### config.mk
export PLATFORM = sky130hd
export DESIGN_NAME = alu_exec_unit
export DESIGN_NICKNAME = d
export VERILOG_FILES = /design/src/rtl/alu_exec_unit.sv
export SDC_FILE = /design/constraint.sdc
export NUM_CORES = 1
export LEC_CHECK = 0
export CORE_ASPECT_RATIO = 0.8
export CORE_MARGIN = 2
export CORE_UTILIZATION = 28
export CTS_CLUSTER_SIZE = 12
export DETAILED_ROUTE_END_ITERATION = 16
export DONT_BUFFER_PORTS = 1
export PLACE_DENSITY = 0.41
export SYNTH_ARGS = -nofsm -noshare
export SYNTH_HDL_FRONTEND = slang
export SYNTH_SLANG_ARGS = --single-unit
### constraint.sdc
create_clock -name clk -period 2.4 [get_ports clk]
set_input_delay 0.48 -clock clk [delete_from_list [all_inputs] [get_ports clk]]
set_output_delay 0.48 -clock clk [all_outputs]
set_load 0.005 [all_outputs]
### src/rtl/alu_exec_unit.sv
// Operand/opcode responder: single-cycle logic/arithmetic ops, iterative shift-add
// multiply and optional restoring divide (enabled by defining ALU_DIV_EN).
module alu_exec_unit #(
  parameter int W = 3
) (
  input  logic           clk,
  input  logic           reset,
  input  logic           start_op,
  input  logic           leds_clear,
  input  logic [W-1:0]   a_in,
  input  logic [W-1:0]   b_in,
  input  logic [2:0]     op_in,
  output logic           busy,
  output logic           done,
  output logic [2*W-1:0] leds,
  output logic           err_led
);

  // state | meaning
  // IDLE  | waiting for start_op
  // EXEC  | single-cycle op (or error) completes on the next edge
  // MUL   | shift-add multiply, W iterations
  // DIV   | restoring divide, W iterations (ALU_DIV_EN builds only)
  typedef enum logic [1:0] {IDLE, EXEC, MUL, DIV} state_t;

  localparam int CNT_W = $clog2(W + 1);

  state_t           state, state_next;
  logic [W-1:0]     a_r, b_r;
  logic [2:0]       op_r;
  logic [2*W-1:0]   acc, mcand;
  logic [W-1:0]     mplier;
  logic [CNT_W-1:0] cnt;

  logic             last_iter;
  logic [2*W-1:0]   a_ext, b_ext, exec_result, mul_acc_next;
  logic             exec_err;
  logic             div_start;

  assign last_iter = (cnt == CNT_W'(1));
  assign busy      = (state != IDLE);
  assign a_ext     = {{W{1'b0}}, a_r};
  assign b_ext     = {{W{1'b0}}, b_r};
  // Op 7 only reaches EXEC as an error: divider absent, or divide by zero.
  assign exec_err  = (op_r == 3'd7);

`ifdef ALU_DIV_EN
  assign div_start = (op_in == 3'd7) && (b_in != '0);
`else
  assign div_start = 1'b0;
`endif

  always_comb begin
    exec_result = '0;
    case (op_r)
      3'd0: exec_result = a_ext + b_ext;
      3'd1: exec_result = a_ext - b_ext;
      3'd2: exec_result = a_ext & b_ext;
      3'd3: exec_result = a_ext | b_ext;
      3'd4: exec_result = a_ext ^ b_ext;
      3'd5: exec_result = {{W{1'b0}}, ~a_r};
      default: exec_result = '0;
    endcase
  end

  assign mul_acc_next = acc + (mplier[0] ? mcand : '0);

`ifdef ALU_DIV_EN
  // Remainder lives in acc[W-1:0]; mplier holds the dividend shifting into the quotient.
  logic [W:0]   rem_sh;
  logic [W-1:0] rem_next, quot_next;

  always_comb begin
    rem_sh    = {acc[W-1:0], mplier[W-1]};
    quot_next = {mplier[W-2:0], 1'b0};
    rem_next  = rem_sh[W-1:0];
    if (rem_sh >= {1'b0, b_r}) begin
      rem_next     = W'(rem_sh - {1'b0, b_r});
      quot_next[0] = 1'b1;
    end
  end
`endif

  always_ff @(posedge clk or posedge reset) begin
    if (reset) state <= IDLE;
    else       state <= state_next;
  end

  always_comb begin
    state_next = state;
    case (state)
      IDLE: if (start_op) begin
        if (op_in == 3'd6)  state_next = MUL;
        else if (div_start) state_next = DIV;
        else                state_next = EXEC;
      end
      EXEC:    state_next = IDLE;
      MUL:     if (last_iter) state_next = IDLE;
      DIV:     if (last_iter) state_next = IDLE;
      default: state_next = IDLE;
    endcase
    if (leds_clear) state_next = IDLE;
  end

  always_ff @(posedge clk or posedge reset) begin
    if (reset) begin
      a_r     <= '0;
      b_r     <= '0;
      op_r    <= '0;
      acc     <= '0;
      mcand   <= '0;
      mplier  <= '0;
      cnt     <= '0;
      done    <= 1'b0;
      leds    <= '0;
      err_led <= 1'b0;
    end else begin
      done <= 1'b0;
      if (leds_clear) begin
        leds    <= '0;
        err_led <= 1'b0;
      end else begin
        case (state)
          IDLE: if (start_op) begin
            a_r    <= a_in;
            b_r    <= b_in;
            op_r   <= op_in;
            acc    <= '0;
            mcand  <= {{W{1'b0}}, a_in};
            mplier <= div_start ? a_in : b_in;
            cnt    <= CNT_W'(W);
          end
          EXEC: begin
            leds    <= exec_err ? '0 : exec_result;
            err_led <= exec_err;
            done    <= 1'b1;
          end
          MUL: begin
            acc    <= mul_acc_next;
            mcand  <= mcand << 1;
            mplier <= mplier >> 1;
            cnt    <= cnt - CNT_W'(1);
            if (last_iter) begin
              leds    <= mul_acc_next;
              err_led <= 1'b0;
              done    <= 1'b1;
            end
          end
`ifdef ALU_DIV_EN
          DIV: begin
            acc    <= {{W{1'b0}}, rem_next};
            mplier <= quot_next;
            cnt    <= cnt - CNT_W'(1);
            if (last_iter) begin
              leds    <= {rem_next, quot_next};
              err_led <= 1'b0;
              done    <= 1'b1;
            end
          end
`endif
          default: ;
        endcase
      end
    end
  end

endmodule

==> load_flow_metrics.sql, run 1 <==
INSERT INTO impl_metrics (metric_group, metric, value, unit) VALUES
('worst_setup_path', 'crit_path_max_fanout', '3', ''),
('worst_setup_path', 'worst_path_class_setup', 'flip-flop to flip-flop', ''),
('timing', 'max_freq', '452', 'MHz'),
('status', 'run_status', 'finished, final reports clean', ''),
('synth', 'yosysWarnings', '0', ''),
('global_routing', 'grt_max_degree', '37', ''),
('pwr', 'total_power', '1.73', 'mW'),
('clock_network', 'numClockSinks', '36', ''),
('synth', 'yosys_register_bits', '36', ''),
('finish', 'most-common-layout-cells', 'sky130_fd_sc_hd__dfrtp_1, sky130_fd_sc_hd__nand2_1, sky130_fd_sc_hd__ha_1', ''),
('global_routing', 'gr-total-overflow', '0', ''),
('synth', 'yosys-mux-area-fraction', '3.72', '%'),
('placed_design', 'port_buffers', '0', ''),
('global_routing', 'grt_pass1_wl', '9.30', 'mm'),
('floorplan', 'fp-row-count', '29', ''),
('synth', 'synthesized_instance_count', '240', ''),
('global_routing', 'first_global_vias', '1701', ''),
('timing', 'holdWs', '189', 'ps'),
('timing', 'final_period_minus_worst_setup_slack', '2210', 'ps'),
('synth', 'synth_enable_flop_cells', '0', ''),
('detailed_routing', 'wire_per_inst', '15.5', 'um'),
('synth', 'post_synth_adder_cell_area', '13.4', '%'),
('global_routing', 'grt_antenna_before_repair', '0', ''),
('clock_network', 'insertion_delay', '280', 'ps'),
('timing', 'max_slew.worst_pin.slew', '641', 'ps'),
('synth', 'number_of_distinct_library_cells_after_synthesis', '44', ''),
('finish', 'antenna-diode-count', '0', ''),
('detailed_routing', 'drt-initial-drc-count', '70', ''),
('detailed_routing', 'detail_route.vias_per_cell', '4.72', ''),
('clock_network', 'clock_path_buffers', '2', ''),
('synth', 'synth_flop_cell', 'sky130_fd_sc_hd__dfrtp_1', ''),
('pwr', 'pwr_density', '702', 'mW/mm2'),
('placed_design', 'dpl.hpwl', '4.23', 'mm'),
('worst_setup_path', 'timing.reg2reg.worst_path_depth', '8', ''),
('timing', 'grt_setup_unrepaired', 'no', ''),
('synth', 'synth_xor_area_share', '1.18', '%'),
('synth', 'synth_simple_gate_area_share', '17.8', '%'),
('floorplan', 'die-area', '0.00866', 'mm2'),
('detailed_routing', 'detail_route.drc_violations', '0', ''),
('synth', 'synth.yosys.seq_area_share', '40.6', '%'),
('worst_setup_path', 'timing.critical_path.arrival', '2420', 'ps'),
('clock_network', 'hold_buffers', '0', ''),
('clock_network', 'cts_resized', '0', ''),
('timing', 'finalCritPeriodShare', '92.2', '%'),
('timing', 'finalHoldViolations', '0', ''),
('clock_network', 'clock_tree_from_tritoncts', 'done', ''),
('flow_run', 'maxCapViolations', '0', ''),
('floorplan', 'design.core.area', '0.00780', 'mm2'),
('finish', 'area_delta_synth_final', '11.3', '%'),
('floorplan', 'floorplan.initialDensity', '28.5', '%'),
('timing', 'slew_violations', '0', ''),
('clock_network', 'maximum_level_of_the_cts_h_tree', '2', ''),
('finish', 'final_nets', '281', ''),
('synth', 'syn-num-nets', '275', ''),
('detailed_routing', 'ant_nets', '0', ''),
('worst_setup_path', 'critical_path.startpoint_type', 'flip-flop', ''),
('placed_design', 'routabilityCongestion', '0.751', ''),
('synth', 'main_combinational_cell_family_by_area_after_synthesis', 'compound AO/OA/AOI/OAI gates', ''),
('finish', 'drive_gt1_share', '8.10', '%'),
('clock_network', 'numCtsBuffers', '5', ''),
('timing', 'worst_clock_skew', '6.04', 'ps'),
('hold_path', 'worstHoldPathType', 'input port to asynchronous set/reset pin', ''),
('floorplan', 'floorplan.io_pins', '22', ''),
('synth', 'synth-async-reset-ratio', '100', '%'),
('detailed_routing', 'drt_wl_total', '5.49', 'mm'),
('synth', 'synth_area_per_cell', '9.25', 'um2'),
('synth', 'compound_gate_fraction_of_synth_area', '18.5', '%'),
('clock_network', 'cts_root_buffer', 'sky130_fd_sc_hd__clkbuf_8', ''),
('timing', 'totalNegativeSetupSlack', '0', 'ps'),
('clock_network', 'clk_pin_slew_worst_paths', '80', 'ps'),
('clock_network', 'cts_post_setup_buffers_inserted', '0', '');
==> cells in the mapped netlist, types with 6 or more instances <==
cell / number / area [um2]
sky130_fd_sc_hd__nand2_1: 32 / 120
sky130_fd_sc_hd__mux2i_1: 6 / 60.1
sky130_fd_sc_hd__clkbuf_1: 7 / 26.3
sky130_fd_sc_hd__dfrtp_1: 36 / 901
sky130_fd_sc_hd__a21oi_1: 17 / 85.1
sky130_fd_sc_hd__and2_1: 6 / 37.5
sky130_fd_sc_hd__nor2_1: 15 / 56.3
sky130_fd_sc_hd__ha_1: 19 / 238
sky130_fd_sc_hd__o21ai_0: 17 / 85.1
sky130_fd_sc_hd__inv_1: 18 / 67.6
==> metal layers <==
layer / routed length (um) / GRT usage (%) / up-vias
met4: 29 / 2.95 / 0
met3: 330 / 3.43 / 2
li1: - / - / 846
met1: 2880 / 21.1 / 790
met5: 0 / 0 / -
met2: 2240 / 19.3 / 39
==> worst paths after layout <==
check,startpoint,end,slack [ps]
max,a_r[0]$_DFFE_PP0P_,leds[1]$_DFFE_PP0P_,190
min,reset,a_r[1]$_DFFE_PP0P_,190
max reg2reg,a_r[0]$_DFFE_PP0P_,leds[1]$_DFFE_PP0P_,190
min reg2reg,mplier[1]$_DFFE_PP0P_,mplier[1]$_DFFE_PP0P_,480
max in group asynchronous,reset,leds[0]$_DFFE_PP0P_,1880
min in group clk,leds_clear,err_led$_DFFE_PP0P_,250
==> power by group <==
group	switching (mW)	internal (mW)	leakage, nW
registers	0.0754	0.692	0.465
clock network	0.212	0.234	0.0455
logic	0.300	0.220	0.611
==> worst max-delay path, cell delays in order (launching register included) <==
cell and delay, ps:
sky130_fd_sc_hd__dfrtp_1 390, sky130_fd_sc_hd__inv_1 100, sky130_fd_sc_hd__ha_1 170, sky130_fd_sc_hd__inv_1 50, sky130_fd_sc_hd__fa_1 470, sky130_fd_sc_hd__inv_1 40
sky130_fd_sc_hd__mux4_2 430, sky130_fd_sc_hd__or3_1 310, sky130_fd_sc_hd__a31oi_1 170
==> per-stage QoR <==
step / area (um2) / util, % / setup slack [ps] / cells
final: 2470 / 31.7 / 187 / 355
after global routing: 2470 / 31.7 / 55.4 / 355
after CTS: 2470 / 31.7 / 172 / 355
after detailed placement: 2380 / 30.5 / 183 / 347
after global placement: 2380 / 30.5 / 243 / 347
after floorplan: 2220 / - / 302 / 240
==> sequential cells by signal, summed over array words and instances, names as in the netlist <==
name	count
op_r	3
err_led	1
mcand	6
cnt	2
b_r	3
a_r	3
done	1
mplier	3
leds	6
state	2
acc	6
==> cell families (layout without fill, tap and decap cells) <==
family          Yosys count  in the layout
flops                    36             36
xor+xnor                  3              3
simple gates             81             81
fa+ha+maj                22             22
mux                       7              7
compound gates           63             63
buf+inv                  28             35
==> area by class of cell <==
cell class	count	area (um2)	share of cell area [%]
tap	108	135	5.47
clock buffer	8	90.1	3.65
sequential	36	901	36.5
inverter	19	71.3	2.89
multi-input combinational	176	1210	49.1
timing repair buffer	8	60.1	2.43
Note: power is estimated with default switching activity, not from simulation.
==> inputs of run 2 (changes only) <==
--- a/config.mk
+++ b/config.mk
@@ -5,6 +5,7 @@
 export SDC_FILE = /design/constraint.sdc
 export NUM_CORES = 1
 export LEC_CHECK = 0
+export ABC_AREA = 0
 export CORE_ASPECT_RATIO = 0.8
 export CORE_MARGIN = 2
 export CORE_UTILIZATION = 28
==> results of run 2 <==
No change in the layout: final DEF, timing and power equal those of run 1.
